### config.mk
export PLATFORM = sky130hd
export DESIGN_NAME = alu_issue_controller
export DESIGN_NICKNAME = d
export VERILOG_FILES = /design/src/rtl/alu_issue_pkg.sv /design/src/rtl/imm_sign_extender.sv /design/src/rtl/alu_issue_controller.sv
export SDC_FILE = /design/constraint.sdc
export NUM_CORES = 1
export LEC_CHECK = 0
export ABC_AREA = 1
export BUFFER_PORTS_ARGS = -buffer_cell sky130_fd_sc_hd__buf_2
export CAP_MARGIN = 20
export CORE_MARGIN = 1.5
export CORE_UTILIZATION = 37
export CTS_CLUSTER_DIAMETER = 100
export CTS_CLUSTER_SIZE = 14
export DETAILED_ROUTE_END_ITERATION = 8
export GPL_TIMING_DRIVEN = 0
export PLACE_DENSITY = 0.76
export SYNTH_ARGS = -nofsm -noshare
export SYNTH_HDL_FRONTEND = slang
export SYNTH_SLANG_ARGS = --single-unit
### constraint.sdc
create_clock -name in_clk -period 1.9 [get_ports in_clk]
set_input_delay 0.285 -clock in_clk [delete_from_list [all_inputs] [get_ports in_clk]]
set_output_delay 0.285 -clock in_clk [all_outputs]
set_load 0.05 [all_outputs]
### src/rtl/alu_issue_pkg.sv
// Shared types and constants for the ALU issue controller: FSM states,
// opcode values and the bit positions of the 16-bit instruction fields.
package alu_issue_pkg;

  typedef enum logic [1:0] {
    IDLE      = 2'd0,
    DECODE    = 2'd1,
    EXECUTE   = 2'd2,
    WRITEBACK = 2'd3
  } state_e;

  localparam int OPC_LSB = 12;
  localparam int RD_LSB  = 9;
  localparam int RS1_LSB = 6;
  localparam int RS2_LSB = 3;
  localparam int IMM_LSB = 0;

  // opcode[3] selects the immediate form of opcode[2:0]
  localparam int IMM_FORM_BIT = 3;

  localparam logic [3:0] OPC_ADD = 4'h0;
  localparam logic [3:0] OPC_SUB = 4'h1;
  localparam logic [3:0] OPC_AND = 4'h2;
  localparam logic [3:0] OPC_OR  = 4'h3;
  localparam logic [3:0] OPC_XOR = 4'h4;
  localparam logic [3:0] OPC_SHL = 4'h5;
  localparam logic [3:0] OPC_SHR = 4'h6;
  localparam logic [3:0] OPC_MUL = 4'h7;
  localparam logic [3:0] OPC_NOP = 4'hF;

  function automatic logic is_nop(input logic [3:0] opc);
    return opc == OPC_NOP;
  endfunction

endpackage

### src/rtl/imm_sign_extender.sv
// Sign-extends an IN_WIDTH immediate to OUT_WIDTH.
// Purely combinational, zero latency, no flow control.
module imm_sign_extender #(
  parameter int IN_WIDTH  = 6,
  parameter int OUT_WIDTH = 16
) (
  input  logic [IN_WIDTH-1:0]  imm_i,
  output logic [OUT_WIDTH-1:0] imm_o
);

  assign imm_o = {{(OUT_WIDTH-IN_WIDTH){imm_i[IN_WIDTH-1]}}, imm_i};

endmodule

### src/rtl/alu_issue_controller.sv
// Issues one instruction at a time through DECODE/EXECUTE/WRITEBACK.
// Latency: 4 cycles accept-to-ready (3 for NOP); ready is high only in IDLE.
// Optional ALU_MULTICYCLE_EN: MUL holds EXECUTE until in_alu_done.
module alu_issue_controller
  import alu_issue_pkg::*;
#(
  parameter int DATA_WIDTH     = 16,
  parameter int IMM_WIDTH      = 6,
  parameter int REG_ADDR_WIDTH = 3
) (
  input  logic                      in_clk,
  input  logic                      in_rst,
  input  logic                      in_instr_valid,
  input  logic [15:0]               in_instruction,
  output logic                      out_instr_ready,
  output logic [REG_ADDR_WIDTH-1:0] out_rs1_addr,
  output logic [REG_ADDR_WIDTH-1:0] out_rs2_addr,
  output logic [DATA_WIDTH-1:0]     out_immediate,
  output logic                      out_sel_operand_2,
  output logic [3:0]                out_alu_op,
  output logic                      out_alu_start,
  input  logic                      in_alu_done,
  output logic [REG_ADDR_WIDTH-1:0] out_rd_addr,
  output logic                      out_reg_write,
  output logic                      out_busy
);

  state_e      state_q, state_d;
  logic [15:0] instr_q;
  logic        exec_first_q;

  logic [3:0]            opcode;
  logic                  nop;
  logic                  active;
  logic                  exec_hold;
  logic [DATA_WIDTH-1:0] imm_ext;

  assign opcode = instr_q[OPC_LSB +: 4];
  assign nop    = is_nop(opcode);
  assign active = (state_q != IDLE);

`ifdef ALU_MULTICYCLE_EN
  assign exec_hold = (opcode == OPC_MUL) && !in_alu_done;
`else
  logic unused_alu_done;
  assign unused_alu_done = in_alu_done;
  assign exec_hold       = 1'b0;
`endif

  always_comb begin
    state_d = state_q;
    case (state_q)
      IDLE:      if (in_instr_valid) state_d = DECODE;
      DECODE:    state_d = EXECUTE;
      EXECUTE: begin
        if (nop)            state_d = IDLE;
        else if (!exec_hold) state_d = WRITEBACK;
      end
      WRITEBACK: state_d = IDLE;
      default:   state_d = IDLE;
    endcase
  end

  always_ff @(posedge in_clk or posedge in_rst) begin
    if (in_rst) begin
      state_q      <= IDLE;
      instr_q      <= '0;
      exec_first_q <= 1'b0;
    end else begin
      state_q      <= state_d;
      exec_first_q <= (state_q == DECODE);
      if (state_q == IDLE && in_instr_valid) instr_q <= in_instruction;
    end
  end

  imm_sign_extender #(
    .IN_WIDTH  (IMM_WIDTH),
    .OUT_WIDTH (DATA_WIDTH)
  ) u_imm_ext (
    .imm_i (instr_q[IMM_LSB +: IMM_WIDTH]),
    .imm_o (imm_ext)
  );

  // Decode outputs come from the latched word and are forced to 0 in IDLE.
  assign out_rs1_addr      = active ? instr_q[RS1_LSB +: REG_ADDR_WIDTH] : '0;
  assign out_rs2_addr      = active ? instr_q[RS2_LSB +: REG_ADDR_WIDTH] : '0;
  assign out_rd_addr       = active ? instr_q[RD_LSB  +: REG_ADDR_WIDTH] : '0;
  assign out_immediate     = active ? imm_ext : '0;
  assign out_sel_operand_2 = active && !nop && opcode[IMM_FORM_BIT];
  assign out_alu_op        = (active && !nop) ? {1'b0, opcode[2:0]} : 4'd0;

  assign out_alu_start   = (state_q == EXECUTE) && exec_first_q && !nop;
  assign out_reg_write   = (state_q == WRITEBACK);
  assign out_instr_ready = (state_q == IDLE);
  assign out_busy        = active;

endmodule
**After elaboration in Yosys (flattened, before gate mapping)**

Cells that the tools add are included.
Widths: inputs -> output; s select.

- Div/mod/pow operators: 0
- Multipliers: 0
- Add/subtract/negate cells: 0
- Order comparisons: 0
- Shift operators: 0
- Reductions and logical operators: 8
- Equal/unequal tests: 5
- Bitwise operators: 0
- Mux-type cells: 8

Operators with widths:

| operator | count |
|---|---|
| $mux 16 | 1 |
| $mux 3 | 4 |
| $pmux 2 s4 | 1 |
| $logic_and 1x1->1 | 5 |
| $eq 2x2->1 const B | 2 |
| $eq 4x4->1 const B | 1 |
| $mux 2 | 2 |
| $eq 2x1->1 const B | 1 |
| $logic_not 2->1 | 1 |
| $ne 2x2->1 const B | 1 |
| $reduce_bool 2->1 | 1 |
| $logic_not 1->1 | 1 |

- Output and inout bits: 34
- RAM bits: 0
- Register bits: 19
- Memories kept: 0
- ROM bits: 0
- Word-level logic and storage cells: 24
- Bits in latches: 0

**Depth between registers and ports, before layout**

- Depth after elaboration: 4
- Gate-level depth with buffers: 5

**Hierarchy**

Synthesis repeated with hierarchy kept, for this count alone.

- Cell total of the unflattened synthesis: 169
- Area, all modules: 1,176.1 um^2

By module, submodules not included:

| module | cells an instance | area each (um^2) | times used | seq. area each (um^2) |
|---|---|---|---|---|
| alu_issue_controller | 153 | 1,056.0 | 1 | 475.5 |
| imm_sign_extender | 16 | 120.1 | 1 | 0.0 |

**Worst setup path before layout**

OpenSTA, ideal clock, no wires.

- Path kind: flip-flop to output port
- From: register state_q[0]
- To: output port out_immediate[10]
- Path buffers: 2
- Required time: 1.615 ns
- Arrival time: 1.983 ns
- Slack: -0.368 ns
- Stages on the path, launching flop included: 5
- Cells stage by stage: dfrtp_1 nor2_4 buf_4 nor2_1 buf_4

- Word-level cells in the longest chain between the ends: 2

Ends and longest elaborated chain:

| item | RTL line | RTL |
|---|---|---|
| from (decl) | alu_issue_controller.sv:28 | `state_e state_q, state_d;` |
| from (signal assigned) | alu_issue_controller.sv:70 | `state_q <= state_d;` |
| $reduce_bool 2->1 | alu_issue_controller.sv:40 | `assign active = (state_q != IDLE);` |
| $mux 16 | alu_issue_controller.sv:88 | `assign out_immediate = active ? imm_ext : '0;` |
| to (decl) | alu_issue_controller.sv:18 | `output logic [DATA_WIDTH-1:0] out_immediate,` |

Every way passes these cells.

**Worst setup path after layout**

- From: register state_q[0]
- To: output port out_immediate[12]

The elaborated chain is that of the path after synthesis.

==> flow_metrics.tcl <==
set metrics [dict create \
    status "finished clean" \
    grt_pass1_wl_um 3574 \
    cp-start-kind "flip-flop" \
    drt_iter0_markers 12 \
    h-tree-depth 1 \
    grt_max_degree 20 \
    io_buffers 50 \
    insertion_delay_ns 0.30 \
    grt_pass1_vias 832 \
    root_buffer "clkbuf_4" \
    crit_arrival_ns 1.55 \
    cts.sinks 19 \
    maxCapViolations 0 \
    rows 18 \
    ios 54 \
    place_congestion 0.7390 \
    cts_tree "yes" \
    start_util 0.4030 \
    grt-ovfl-total 0 \
    fin_util 0.5453 \
    wire_per_inst_um 9.835 \
    syn_area_per_cell_sq_um 7.498 \
    clock-skew-final_ns 0.004544 \
    antenna_found_initial 0 \
    drc 0 \
    postRouteAntennaNets 0 \
    fp.dieW_um 55.88 \
    worst-slew-pin-transition_ns 0.6927 \
    endpoint_kind "primary output" \
    first_pass_iters 4 \
    clkTransAtPathRegs_ns 0.10 \
    fin_nets 215 \
    reg2reg_to "instr_q[6]" \
    synthesis.area_sq_um 1035 \
    finalSetupTns_ns 0 \
    pre_cts_ws_ns 0.1629 \
    fillers 255 \
    hp-class "in2async" \
    wirelength_um 2203 \
    viasPerCell 4.281 \
    postPlaceCellArea_sq_um 1325 \
    cp_max_fo 11 \
    worstSetupPathType "reg2out" \
    clock_path_buffers 2 \
    reg2reg_from "state_q[0]" \
    reg2reg_setup_slack_ns 0.69 \
    syn_to_final_growth_pct 35.31 \
    fmaxAchievable_mhz 546.0 \
    die_y_um 55.88 \
    fin_crit_sh 0.9640 \
    r2r_cells 6 \
    cts_made_buffers 3 \
    finalCriticalPeriod_ns 1.832 \
    synth_nets 158 \
    synth_cell_types 13 \
    n_antenna_cell 0 \
    slew_viol_final 0 \
    setup_viol 0 \
    core_area_sq_um 2567 \
    layout-drive-gt1-share 0.4021 \
    die_area_sq_um 3123 \
    ys_seq_elements 19 \
    vias 959 \
    synth-warning-count 0 \
    yosysSeqAreaShare 0.4595 \
    rsz0062_at_grt "no" \
    finalHoldViolCount 0 \
    required_ns 1.62 \
    finalWorstSetupSlack_ns 0.06845 \
    synthCells 138 \
    grtUsageTotal 0.1415 \
    final_area_sq_um 1400 \
    relSlewSlack 0.5377 \
    hpwl_um 1613 \
]
kinds of logic (layout without fill, tap and decap cells):
| family | count (synthesis) | count (layout) | share of synthesized area |
|---|---|---|---|
| AOI/OAI and AO/OA | 1 | 1 | 0.004832 |
| buffers and inverters | 41 | 96 | 0.2177 |
| DFF | 19 | 19 | 0.4595 |
| other | 1 | 1 | 0.003624 |
| and+or+nand+nor | 76 | 77 | 0.3144 |
cells in the mapped netlist:
master	instances	area, sq um
buf_4	16	120.1
nand3_1	16	80.08
o21ai_0	1	5.000
nand2_4	1	11.26
dfrtp_1	19	475.5
nor3_1	4	20.02
conb_1	1	3.750
inv_1	21	78.83
buf_2	3	15.01
nand2_1	39	146.4
buf_6	1	11.26
nor2_4	1	11.26
nor2_1	15	56.30
worst max path at each step:
| stage | from | endpoint | depth (start not counted) |
|---|---|---|---|
| floorplan | state_q[0] | out_rs2_addr[0] | 4 |
| global placement | state_q[0] | out_immediate[6] | 5 |
| detailed placement | state_q[0] | out_immediate[11] | 5 |
| CTS | state_q[0] | out_immediate[11] | 5 |
| global route | state_q[0] | out_immediate[15] | 5 |
| finish | state_q[0] | out_immediate[12] | 5 |
layout make-up:
type	count	area, sq um	share of cell area
inverters	21	78.83	0.05630
plain buffers	20	148.9	0.1063
repair buffers	51	280.3	0.2002
multi-input cells	79	352.8	0.2520
flip-flops and latches	19	475.5	0.3396
clock buffers	4	26.28	0.01877
well taps	30	37.54	0.02681
worst max-delay path: stages (launching register included):
cell,delay (ns)
dfrtp_1,0.45
nor2_4,0.07
buf_4,0.18
nor2_4,0.18
buf_4,0.13
buf_2,0.24
what timing repair did:
item / CTS / global route
gates resized for setup: 10 / 2
endpoints found under the setup margin: 14 / 5
pin swaps: 2 / 0
buffers inserted: 1 / 0
gates cloned: 1 / 0
hold buffers: 0 / 0
through the flow:
step           cells  hold slack (ns)
2_1_floorplan    138           0.2361
3_3_place_gp     218           0.4410
3_5_place_dp     218           0.4383
4_1_cts          224           0.1103
5_1_grt          224           0.1312
6_report         224          0.06978
flip-flops by register name, indices dropped and copies added, names as in the netlist:
signal        cells
instr_q          16
state_q           2
exec_first_q      1
placed cells by master, fill, tap and decap left out:
cell	n
buf_2	43
buf_4	27
buf_6	1
clkbuf_1	1
clkbuf_4	3
conb_1	1
dfrtp_1	19
inv_1	21
nand2_1	39
nand2_4	1
nand3_1	16
nor2_1	14
nor2_4	3
nor3_1	4
o21ai_0	1
layer usage:
| layer | share of wire | routed length [um] | vias to the layer above | global-route usage |
|---|---|---|---|---|
| li1 | - | - | 510 | - |
| met1 | 0.46 | 1019 | 407 | 0.1950 |
| met2 | 0.45 | 985 | 39 | 0.2211 |
| met3 | 0.078 | 171 | 3 | 0.03488 |
| met4 | 0.012 | 27 | 0 | 0.04082 |
| met5 | 0 | 0 | - | 0 |
Power is not shown: default switching activity piles up to over one toggle a cycle in this logic, so the estimate is an artifact.
